`config.mk`:
```
export PLATFORM = sky130hd
export DESIGN_NAME = mic_level_meter
export DESIGN_NICKNAME = d
export VERILOG_FILES = /design/src/rtl/mic_level_meter.sv
export SDC_FILE = /design/constraint.sdc
export NUM_CORES = 1
export LEC_CHECK = 0
export CAP_MARGIN = 10
export CORE_AREA = 4 4 79 81
export DETAILED_ROUTE_END_ITERATION = 7
export DIE_AREA = 0 0 83 85
export HOLD_SLACK_MARGIN = 0.05
export MAX_ROUTING_LAYER = met4
export PLACE_DENSITY = 0.7
export SYNTH_ARGS = -nofsm -noshare
export SYNTH_HDL_FRONTEND = slang
export SYNTH_SLANG_ARGS = --single-unit
export TNS_END_PERCENT = 20
```
`constraint.sdc`:
```
create_clock -name clk -period 3.9 [get_ports clk]
set_input_delay 0.975 -clock clk [delete_from_list [all_inputs] [get_ports clk]]
set_output_delay 0.975 -clock clk [all_outputs]
set_load 0.01 [all_outputs]
```
`src/rtl/mic_level_meter.sv`:
```
// Peak-hold volume meter: windowed peak of (mic_in - BASE) mapped to a 0-15 level.
// num/num_valid update on the 2nd posedge after the window-closing sample; no backpressure.
module mic_level_meter #(
  parameter int WINDOW_SAMPLES = 4000,
  parameter int BASE           = 2048,
  parameter int SHIFT          = 7
) (
  input  logic        clk,
  input  logic        rst,
  input  logic        sample_valid,
  input  logic [11:0] mic_in,
  input  logic        freeze,
  output logic [3:0]  num,
  output logic        num_valid,
  output logic [11:0] peak_raw
);

  localparam int CW = (WINDOW_SAMPLES > 2) ? $clog2(WINDOW_SAMPLES) : 1;

  typedef enum logic [1:0] {ACCUM, MAP, UPDATE} state_t;

  state_t          state_q;
  logic [CW-1:0]   win_cnt_q;
  logic [11:0]     run_max_q;
  logic [11:0]     peak_raw_q;
  logic [3:0]      pend_level_q;
  logic [3:0]      num_q;
  logic            num_valid_q;

  logic [11:0]     mag;
  logic [11:0]     run_max_d;
  logic [11:0]     peak_shifted;
  logic [3:0]      lvl;
  logic            win_close;

  always_comb begin
    mag          = (mic_in > 12'(BASE)) ? (mic_in - 12'(BASE)) : 12'd0;
    run_max_d    = (mag > run_max_q) ? mag : run_max_q;
    win_close    = sample_valid && (win_cnt_q == CW'(WINDOW_SAMPLES - 1));
    peak_shifted = peak_raw_q >> SHIFT;
    lvl          = (peak_shifted > 12'd15) ? 4'd15 : peak_shifted[3:0];
  end

  always_ff @(posedge clk) begin
    if (rst) begin
      state_q      <= ACCUM;
      win_cnt_q    <= '0;
      run_max_q    <= '0;
      peak_raw_q   <= '0;
      pend_level_q <= '0;
      num_q        <= '0;
      num_valid_q  <= 1'b0;
    end else begin
      num_valid_q <= 1'b0;

      // Accumulation runs in every state so samples during MAP/UPDATE are kept.
      if (sample_valid) begin
        if (win_close) begin
          peak_raw_q <= run_max_d;
          run_max_q  <= '0;
          win_cnt_q  <= '0;
        end else begin
          run_max_q  <= run_max_d;
          win_cnt_q  <= win_cnt_q + CW'(1);
        end
      end

      case (state_q)
        ACCUM: begin
          if (win_close) state_q <= MAP;
        end
        MAP: begin
          // Rise instantly, otherwise decay one step (num-1 >= lvl since lvl < num).
          pend_level_q <= (lvl >= num_q) ? lvl : (num_q - 4'd1);
          state_q      <= UPDATE;
        end
        UPDATE: begin
          if (!freeze) begin
            num_q       <= pend_level_q;
            num_valid_q <= 1'b1;
          end
          state_q <= ACCUM;
        end
        default: state_q <= ACCUM;
      endcase
    end
  end

  assign num       = num_q;
  assign num_valid = num_valid_q;
  assign peak_raw  = peak_raw_q;

endmodule

```
==> insert_results.sql, run 1 <==
INSERT INTO impl_metrics (metric_group, metric, value, unit) VALUES
('critical_path', 'required_arrival_time_at_the_worst_endpoint', '4.12', 'ns'),
('synth', 'postSynthAreaPerCell', '9.389', 'um^2'),
('synth', 'synth.most_common_cell', 'sky130_fd_sc_hd__dfxtp_1', ''),
('floorplanning', 'boundaryPins', '33', ''),
('critical_path', 'max_stage_delay', '0.69', 'ns'),
('route', 'drc', '0', ''),
('placed_design', 'place_inst', '366', ''),
('hold_path', 'timing.hold.worst.class', 'reg2reg', ''),
('floorplanning', 'die_h', '85', 'um'),
('clock_tree', 'clk_path_buf_depth', '2', ''),
('synth', 'seq_area_frac_synth', '38.25', '%'),
('clock_tree', 'cts.repair.resized', '0', ''),
('timing', 'final_period_minus_worst_setup_slack', '3.616', 'ns'),
('critical_path', 'cp-end-kind', 'register', ''),
('clock_tree', 'cts_hold_buf', '0', ''),
('timing', 'final.hold.worst_slack', '0.4263', 'ns'),
('placed_design', 'portBuffers', '32', ''),
('synth', 'largest_area_contributor_in_the_synthesized_netlist', 'sky130_fd_sc_hd__dfxtp_1', ''),
('route', 'avgViaCountPerCell', '5.436', ''),
('synth', 'mappedNetlistNets', '296', ''),
('placed_design', 'place_hpwl', '3974', 'um'),
('clock_tree', 'clock-root-buffer', 'sky130_fd_sc_hd__clkbuf_8', ''),
('pwr', 'total_power', '0.0009839', 'W'),
('grt', 'grt_pass1_wl', '9080', 'um'),
('floorplanning', 'core_region', '5473', 'um^2'),
('grt', 'vias_in_the_first_global_route', '1985', ''),
('timing', 'slew_headroom', '45.02', '%'),
('synth', 'synthesis.area', '2460', 'um^2'),
('final_layout', 'stdcell_area', '3000', 'um^2'),
('synth', 'synthArstFlopShare', '0', '%'),
('critical_path', 'timing_worst_setup_path_type', 'in2reg', ''),
('final_layout', 'finalNonFillerCells', '374', ''),
('floorplanning', 'initial_utilization', '44.95', '%'),
('final_layout', 'antenna_diodes', '0', ''),
('timing', 'hold_viol', '0', ''),
('timing', 'fmax', '276.5', 'MHz'),
('synth', 'synth_edf_count', '0', ''),
('synth', 'yosys_warnings', '0', ''),
('timing', 'fin_setup_tns', '0', 'ns'),
('route', 'drt_wl_total', '5245', 'um'),
('clock_tree', 'cts_tree', 'yes', ''),
('grt', 'grt_start_max_net_pins', '15', ''),
('synth', 'netlist_instances', '262', ''),
('synth', 'netlist_top_cells_area', 'sky130_fd_sc_hd__dfxtp_1, sky130_fd_sc_hd__ha_1, sky130_fd_sc_hd__a22o_1', ''),
('floorplanning', 'die_x', '83', 'um'),
('synth', 'postSynthRegisterBits', '47', ''),
('synth', 'synth_top_flop_cell', 'sky130_fd_sc_hd__dfxtp_1', ''),
('clock_tree', 'cts_buffers', '5', ''),
('timing', 'final_cycle_share', '92.73', '%'),
('pwr', 'p_leak', '1.262', 'nW'),
('final_layout', 'layout.nets', '335', ''),
('placed_design', 'routability_congestion', '0.8617', ''),
('status', 'outcome', 'finished clean', ''),
('timing', 'rsz0062_at_grt', 'no', ''),
('clock_tree', 'clkLatencyLatePin', '0.30', 'ns'),
('grt', 'grt_overflow_total', '0', ''),
('pwr', 'vdd.ir_drop.worst', '187.3', 'uV'),
('clock_tree', 'post-cts-setup-buffers', '0', ''),
('placed_design', 'place_area', '2883', 'um^2'),
('synth', 'synth_commonest_cells', 'sky130_fd_sc_hd__dfxtp_1, sky130_fd_sc_hd__nor2_1, sky130_fd_sc_hd__inv_1, sky130_fd_sc_hd__ha_1, sky130_fd_sc_hd__a21o_1', ''),
('timing', 'final_max_slew_viol_count', '0', ''),
('timing', 'report.final.setup_viol', '0', ''),
('final_layout', 'area_growth', '21.97', '%'),
('run', 'cap_viol_max_count', '0', ''),
('timing', 'max_slew.worst_pin.slew', '0.8177', 'ns'),
('floorplanning', 'rows', '27', ''),
('route', 'route.detailed.wl_per_inst', '14.02', 'um'),
('timing', 'skew', '0.002522', 'ns'),
('critical_path', 'critical_path.slowest_cell', 'sky130_fd_sc_hd__o31ai_1', ''),
('final_layout', 'layout_cell_share_with_drive_strength_beyond_1', '10.93', '%'),
('route', 'routed-via-count', '2033', '');
## layout make-up
cell class	count	area [um^2]
Clock inverter	2	35.03
Tap cell	72	90.09
Inverter	20	75.07
Multi-Input combinational cell	188	1404
Clock buffer	6	82.58
Timing Repair Buffer	39	372.9
Fill cell	531	2472
Sequential cell	47	940.9
## power by group
group          internal, W  leakage (nW)  switching (W)
registers         0.000487         0.380     0.00000644
logic            0.0000533         0.821      0.0000661
clock network     0.000208        0.0612       0.000164
total             0.000747          1.26       0.000236
## critical path: cells and delay by family
kind | cells | cell delay, ns
AND/OR/NAND/NOR | 3 | 0.55
buffers and inverters | 2 | 0.87
AO/OA/AOI/OAI | 4 | 1.15
adder cells (fa/ha/maj) | 1 | 0.29
## cell families (layout without fill, tap and decap cells)
kind of cell / after synthesis / after routing / synth area share [%]
flip-flops: 47 / 47 / 38.25
XOR/XNOR: 11 / 11 / 3.917
buffers and inverters: 27 / 67 / 4.680
AND/OR/NAND/NOR: 91 / 91 / 21.21
other: 1 / 1 / 0.1524
adder cells (fa/ha/maj): 18 / 18 / 9.156
AO/OA/AOI/OAI: 62 / 62 / 20.50
multiplexers: 5 / 5 / 2.136
## worst paths after layout
kind,cells after the start,slack (ns),startpoint,endpoint
setup / recovery,10,0.28,mic_in[11],run_max_q[10]$_SDFFE_PP0P_
hold / removal,1,0.43,state_q[1]$_SDFFE_PP0P_,state_q[0]$_SDFFE_PP0P_
setup reg to reg,9,1.43,run_max_q[3]$_SDFFE_PP0P_,run_max_q[10]$_SDFFE_PP0P_
hold reg to reg,1,0.43,state_q[1]$_SDFFE_PP0P_,state_q[0]$_SDFFE_PP0P_
## flip-flops by register name, summed over array words and instances (netlist names)
| signal | cells |
|---|---|
| num | 4 |
| num_valid | 1 |
| peak_raw | 12 |
| pend_level_q | 4 |
| run_max_q | 12 |
| state_q | 2 |
| win_cnt_q | 12 |
## layer usage
layer	global-route usage, %	part of all wire [%]	wire length, um	vias to the layer above
li1	-	-	-	1018
met1	18.70	44	2331	959
met2	27.70	49	2562	44
met3	2.816	4.3	226	12
met4	6.835	2.4	124	0
met5	-	0	0	-
## layout by cell type, fill, tap and decap left out, types with 2 or more instances in the layout
cell                               n
sky130_fd_sc_hd__dfxtp_1          47
sky130_fd_sc_hd__clkdlybuf4s50_1  32
sky130_fd_sc_hd__nor2_1           25
sky130_fd_sc_hd__inv_1            20
sky130_fd_sc_hd__ha_1             18
sky130_fd_sc_hd__a21o_1           13
sky130_fd_sc_hd__nand2_1          12
sky130_fd_sc_hd__a22o_1           12
sky130_fd_sc_hd__and2_1           11
sky130_fd_sc_hd__a21oi_1          11
sky130_fd_sc_hd__a32o_1           10
sky130_fd_sc_hd__xor2_1            9
sky130_fd_sc_hd__buf_4             7
sky130_fd_sc_hd__clkbuf_8          6
sky130_fd_sc_hd__nand3_1           5
sky130_fd_sc_hd__nand4_1           5
sky130_fd_sc_hd__nand2b_1          4
sky130_fd_sc_hd__nor4_1            4
sky130_fd_sc_hd__nor3_1            4
sky130_fd_sc_hd__or2_2             3
sky130_fd_sc_hd__and3_1            3
sky130_fd_sc_hd__mux2i_1           3
sky130_fd_sc_hd__o31ai_1           3
sky130_fd_sc_hd__nand2_2           2
sky130_fd_sc_hd__nor2_4            2
sky130_fd_sc_hd__mux2_1            2
sky130_fd_sc_hd__xnor2_1           2
sky130_fd_sc_hd__a22oi_1           2
sky130_fd_sc_hd__o21ai_1           2
## through the flow
step | utilization (%) | worst slack [ns]
after floorplan | - | 1.019
after global placement | 52.67 | 0.05022
after detailed placement | 52.67 | -0.01904
after CTS | 54.82 | 0.3051
after global routing | 54.82 | 0.07343
final | 54.82 | 0.2835
Note: power is estimated with default switching activity, not from simulation.
==> run 2, diff against run 1 <==
Settings changed: CTS_BUF_LIST set to sky130_fd_sc_hd__clkbuf_16.
==> insert_results.sql, run 2 (synthesis results as in run 1) <==
INSERT INTO impl_metrics (metric_group, metric, value, unit) VALUES
('placed_design', 'portBuffers', '32', ''),
('final_layout', 'layout_common_cells', 'sky130_fd_sc_hd__dfxtp_1, sky130_fd_sc_hd__clkdlybuf4s50_1, sky130_fd_sc_hd__nor2_1', ''),
('timing', 'rsz0062_at_grt', 'no', ''),
('floorplanning', 'rows', '27', ''),
('grt', 'grt_overflow_total', '0', ''),
('grt', 'vias_in_the_first_global_route', '1983', ''),
('final_layout', 'stdcell_area', '3047', 'um^2'),
('placed_design', 'place_area', '2883', 'um^2'),
('critical_path', 'timing_worst_setup_path_type', 'in2reg', ''),
('clock_tree', 'clk_path_buf_depth', '2', ''),
('floorplanning', 'core_region', '5473', 'um^2'),
('pwr', 'power.density', '357.3', 'nW/um^2'),
('timing', 'fin_setup_tns', '0', 'ns'),
('critical_path', 'timing.critical_path.to', 'run_max_q[10]$_SDFFE_PP0P_', ''),
('final_layout', 'finalNonFillerCells', '374', ''),
('critical_path', 'worst-endpoint-arrival', '3.83', 'ns'),
('critical_path', 'capturing_point_of_the_worst_reg2reg_path', 'run_max_q[10]$_SDFFE_PP0P_', ''),
('run', 'cap_viol_max_count', '0', ''),
('critical_path', 'required_arrival_time_at_the_worst_endpoint', '4.10', 'ns'),
('timing', 'final_period_minus_worst_setup_slack', '3.625', 'ns'),
('clock_tree', 'clkLatencyLatePin', '0.29', 'ns'),
('route', 'number_of_drc_violations_after_detailed_routing_iteration_0', '59', ''),
('grt', 'grt_pass1_wl', '9156', 'um'),
('pwr', 'vdd.ir_drop.worst', '177.8', 'uV'),
('route', 'routed-via-count', '2024', ''),
('pwr', 'p_leak', '1.282', 'nW'),
('critical_path', 'timing.reg2reg.worst_path_depth', '9', ''),
('final_layout', 'layout_cell_share_with_drive_strength_beyond_1', '10.60', '%'),
('final_layout', 'layout.cells.most_common', 'sky130_fd_sc_hd__dfxtp_1', ''),
('floorplanning', 'initial_utilization', '44.95', '%'),
('floorplanning', 'die_h', '85', 'um'),
('critical_path', 'timing.rr.start', 'run_max_q[10]$_SDFFE_PP0P_', ''),
('grt', 'overall_track_demand_over_capacity_in_global_routing', '16.29', '%'),
('floorplanning', 'die_x', '83', 'um'),
('clock_tree', 'clk_pin_slew_worst_paths', '0.06', 'ns'),
('route', 'antenna_violating_nets_post_route', '0', ''),
('clock_tree', 'post-cts-setup-buffers', '0', ''),
('clock_tree', 'cts_hold_buf', '0', ''),
('critical_path', 'ff2ff_setup_slack', '1.43', 'ns'),
('critical_path', 'crit_fanout', '12', ''),
('clock_tree', 'cts_tree', 'yes', ''),
('route', 'detailedRoute.firstPassIterationCount', '4', ''),
('placed_design', 'routability_congestion', '0.8617', ''),
('route', 'route.detailed.wl_per_inst', '14.29', 'um'),
('route', 'avgViaCountPerCell', '5.412', ''),
('route', 'drt_wl_total', '5343', 'um'),
('clock_tree', 'cts_buffers', '5', ''),
('placed_design', 'place_hpwl', '3974', 'um'),
('timing', 'max_slew.worst_pin.slew', '0.8012', 'ns'),
('route', 'drc', '0', ''),
('placed_design', 'place_inst', '366', ''),
('clock_tree', 'cts_num_sinks', '47', ''),
('final_layout', 'antenna_diodes', '0', ''),
('timing', 'report.final.setup_viol', '0', ''),
('timing', 'final_cycle_share', '92.94', '%'),
('final_layout', 'layout.nets', '335', ''),
('clock_tree', 'clock-root-buffer', 'sky130_fd_sc_hd__clkbuf_16', ''),
('timing', 'final.hold.worst_slack', '0.4229', 'ns'),
('grt', 'initial_antenna_violation_count', '0', ''),
('floorplanning', 'dieArea', '7055', 'um^2'),
('grt', 'grt_start_max_net_pins', '15', ''),
('clock_tree', 'cts_htree_levels', '2', ''),
('final_layout', 'area_growth', '23.86', '%'),
('clock_tree', 'cts.repair.resized', '0', ''),
('timing', 'final_max_slew_viol_count', '0', ''),
('final_layout', 'finish.utilization', '55.67', '%'),
('critical_path', 'cp-end-kind', 'register', ''),
('critical_path', 'timing.critical_path.from', 'mic_in[11]', ''),
('hold_path', 'timing.hold.worst.class', 'reg2reg', ''),
('floorplanning', 'boundaryPins', '33', ''),
('timing', 'skew', '0.004470', 'ns'),
('timing', 'hold_viol', '0', ''),
('timing', 'fmax', '275.9', 'MHz'),
('timing', 'slew_headroom', '46.13', '%'),
('critical_path', 'crit_path_start_kind', 'input port', ''),
('hold_path', 'hold_depth', '1', ''),
('status', 'outcome', 'finished clean', '');
-- run 2: cell count changes in the layout (fill, tap and decap cells not counted), sizes merged --
cell / delta
clkbuf: -1
clkinv: +1
-- run 2: through the flow --
| stage | power (W) | worst slack, ns |
|---|---|---|
| global placement | 0.0006222 | 0.05022 |
| detailed placement | 0.0006237 | -0.01904 |
| global route | 0.001141 | 0.05712 |
| finish | 0.001089 | 0.2755 |
| CTS | 0.001099 | 0.2814 |
| floorplan | 0.0005797 | 1.019 |
-- run 2: cell type report --
class                      instances  area (um^2)
timing repair buffer              39        372.9
tap                               72        90.09
inverter                          20        75.07
fill                             529         2426
sequential                        47        940.9
clock buffer                       5        125.1
multi-input combinational        188         1404
clock inverter                     3        38.79
-- run 2: worst min-delay path by stage --
| stage | endpoint | start | slack, ns |
|---|---|---|---|
| floorplan | state_q[0]$_SDFFE_PP0P_ | state_q[1]$_SDFFE_PP0P_ | 0.40 |
| global placement | state_q[0]$_SDFFE_PP0P_ | state_q[1]$_SDFFE_PP0P_ | 0.41 |
| detailed placement | state_q[0]$_SDFFE_PP0P_ | state_q[1]$_SDFFE_PP0P_ | 0.41 |
| CTS | state_q[0]$_SDFFE_PP0P_ | state_q[1]$_SDFFE_PP0P_ | 0.42 |
| global route | state_q[0]$_SDFFE_PP0P_ | state_q[1]$_SDFFE_PP0P_ | 0.44 |
| finish | state_q[0]$_SDFFE_PP0P_ | state_q[1]$_SDFFE_PP0P_ | 0.42 |
-- run 2: per-layer routing --
metal	part of all wire [%]	track usage, %
met1	46	18.88
met2	49	28.79
met3	4.1	3.495
met4	0.79	3.863
met5	0	-
-- run 2: power breakdown --
group | switching, W | total, W | internal, W
Combinational | 0.0000666 | 0.000120 | 0.0000535
Sequential | 0.00000653 | 0.000494 | 0.000487
Clock | 0.000176 | 0.000475 | 0.000299
-- run 2: worst max-delay path, cell delays in order --
cell,delay [ns]
sky130_fd_sc_hd__clkdlybuf4s50_1,0.62
sky130_fd_sc_hd__and2_1,0.27
sky130_fd_sc_hd__ha_1,0.30
sky130_fd_sc_hd__and4b_1,0.21
sky130_fd_sc_hd__a211oi_2,0.28
sky130_fd_sc_hd__o41ai_4,0.12
sky130_fd_sc_hd__o31ai_1,0.68
sky130_fd_sc_hd__buf_4,0.25
sky130_fd_sc_hd__nand2_1,0.05
sky130_fd_sc_hd__o31ai_1,0.06
==> run 3, diff against run 2 <==
Settings changed: SKIP_LAST_GASP set to 1.
==> results of run 3 <==
Same layout as run 2: the final DEF is identical, and so are final timing and power.
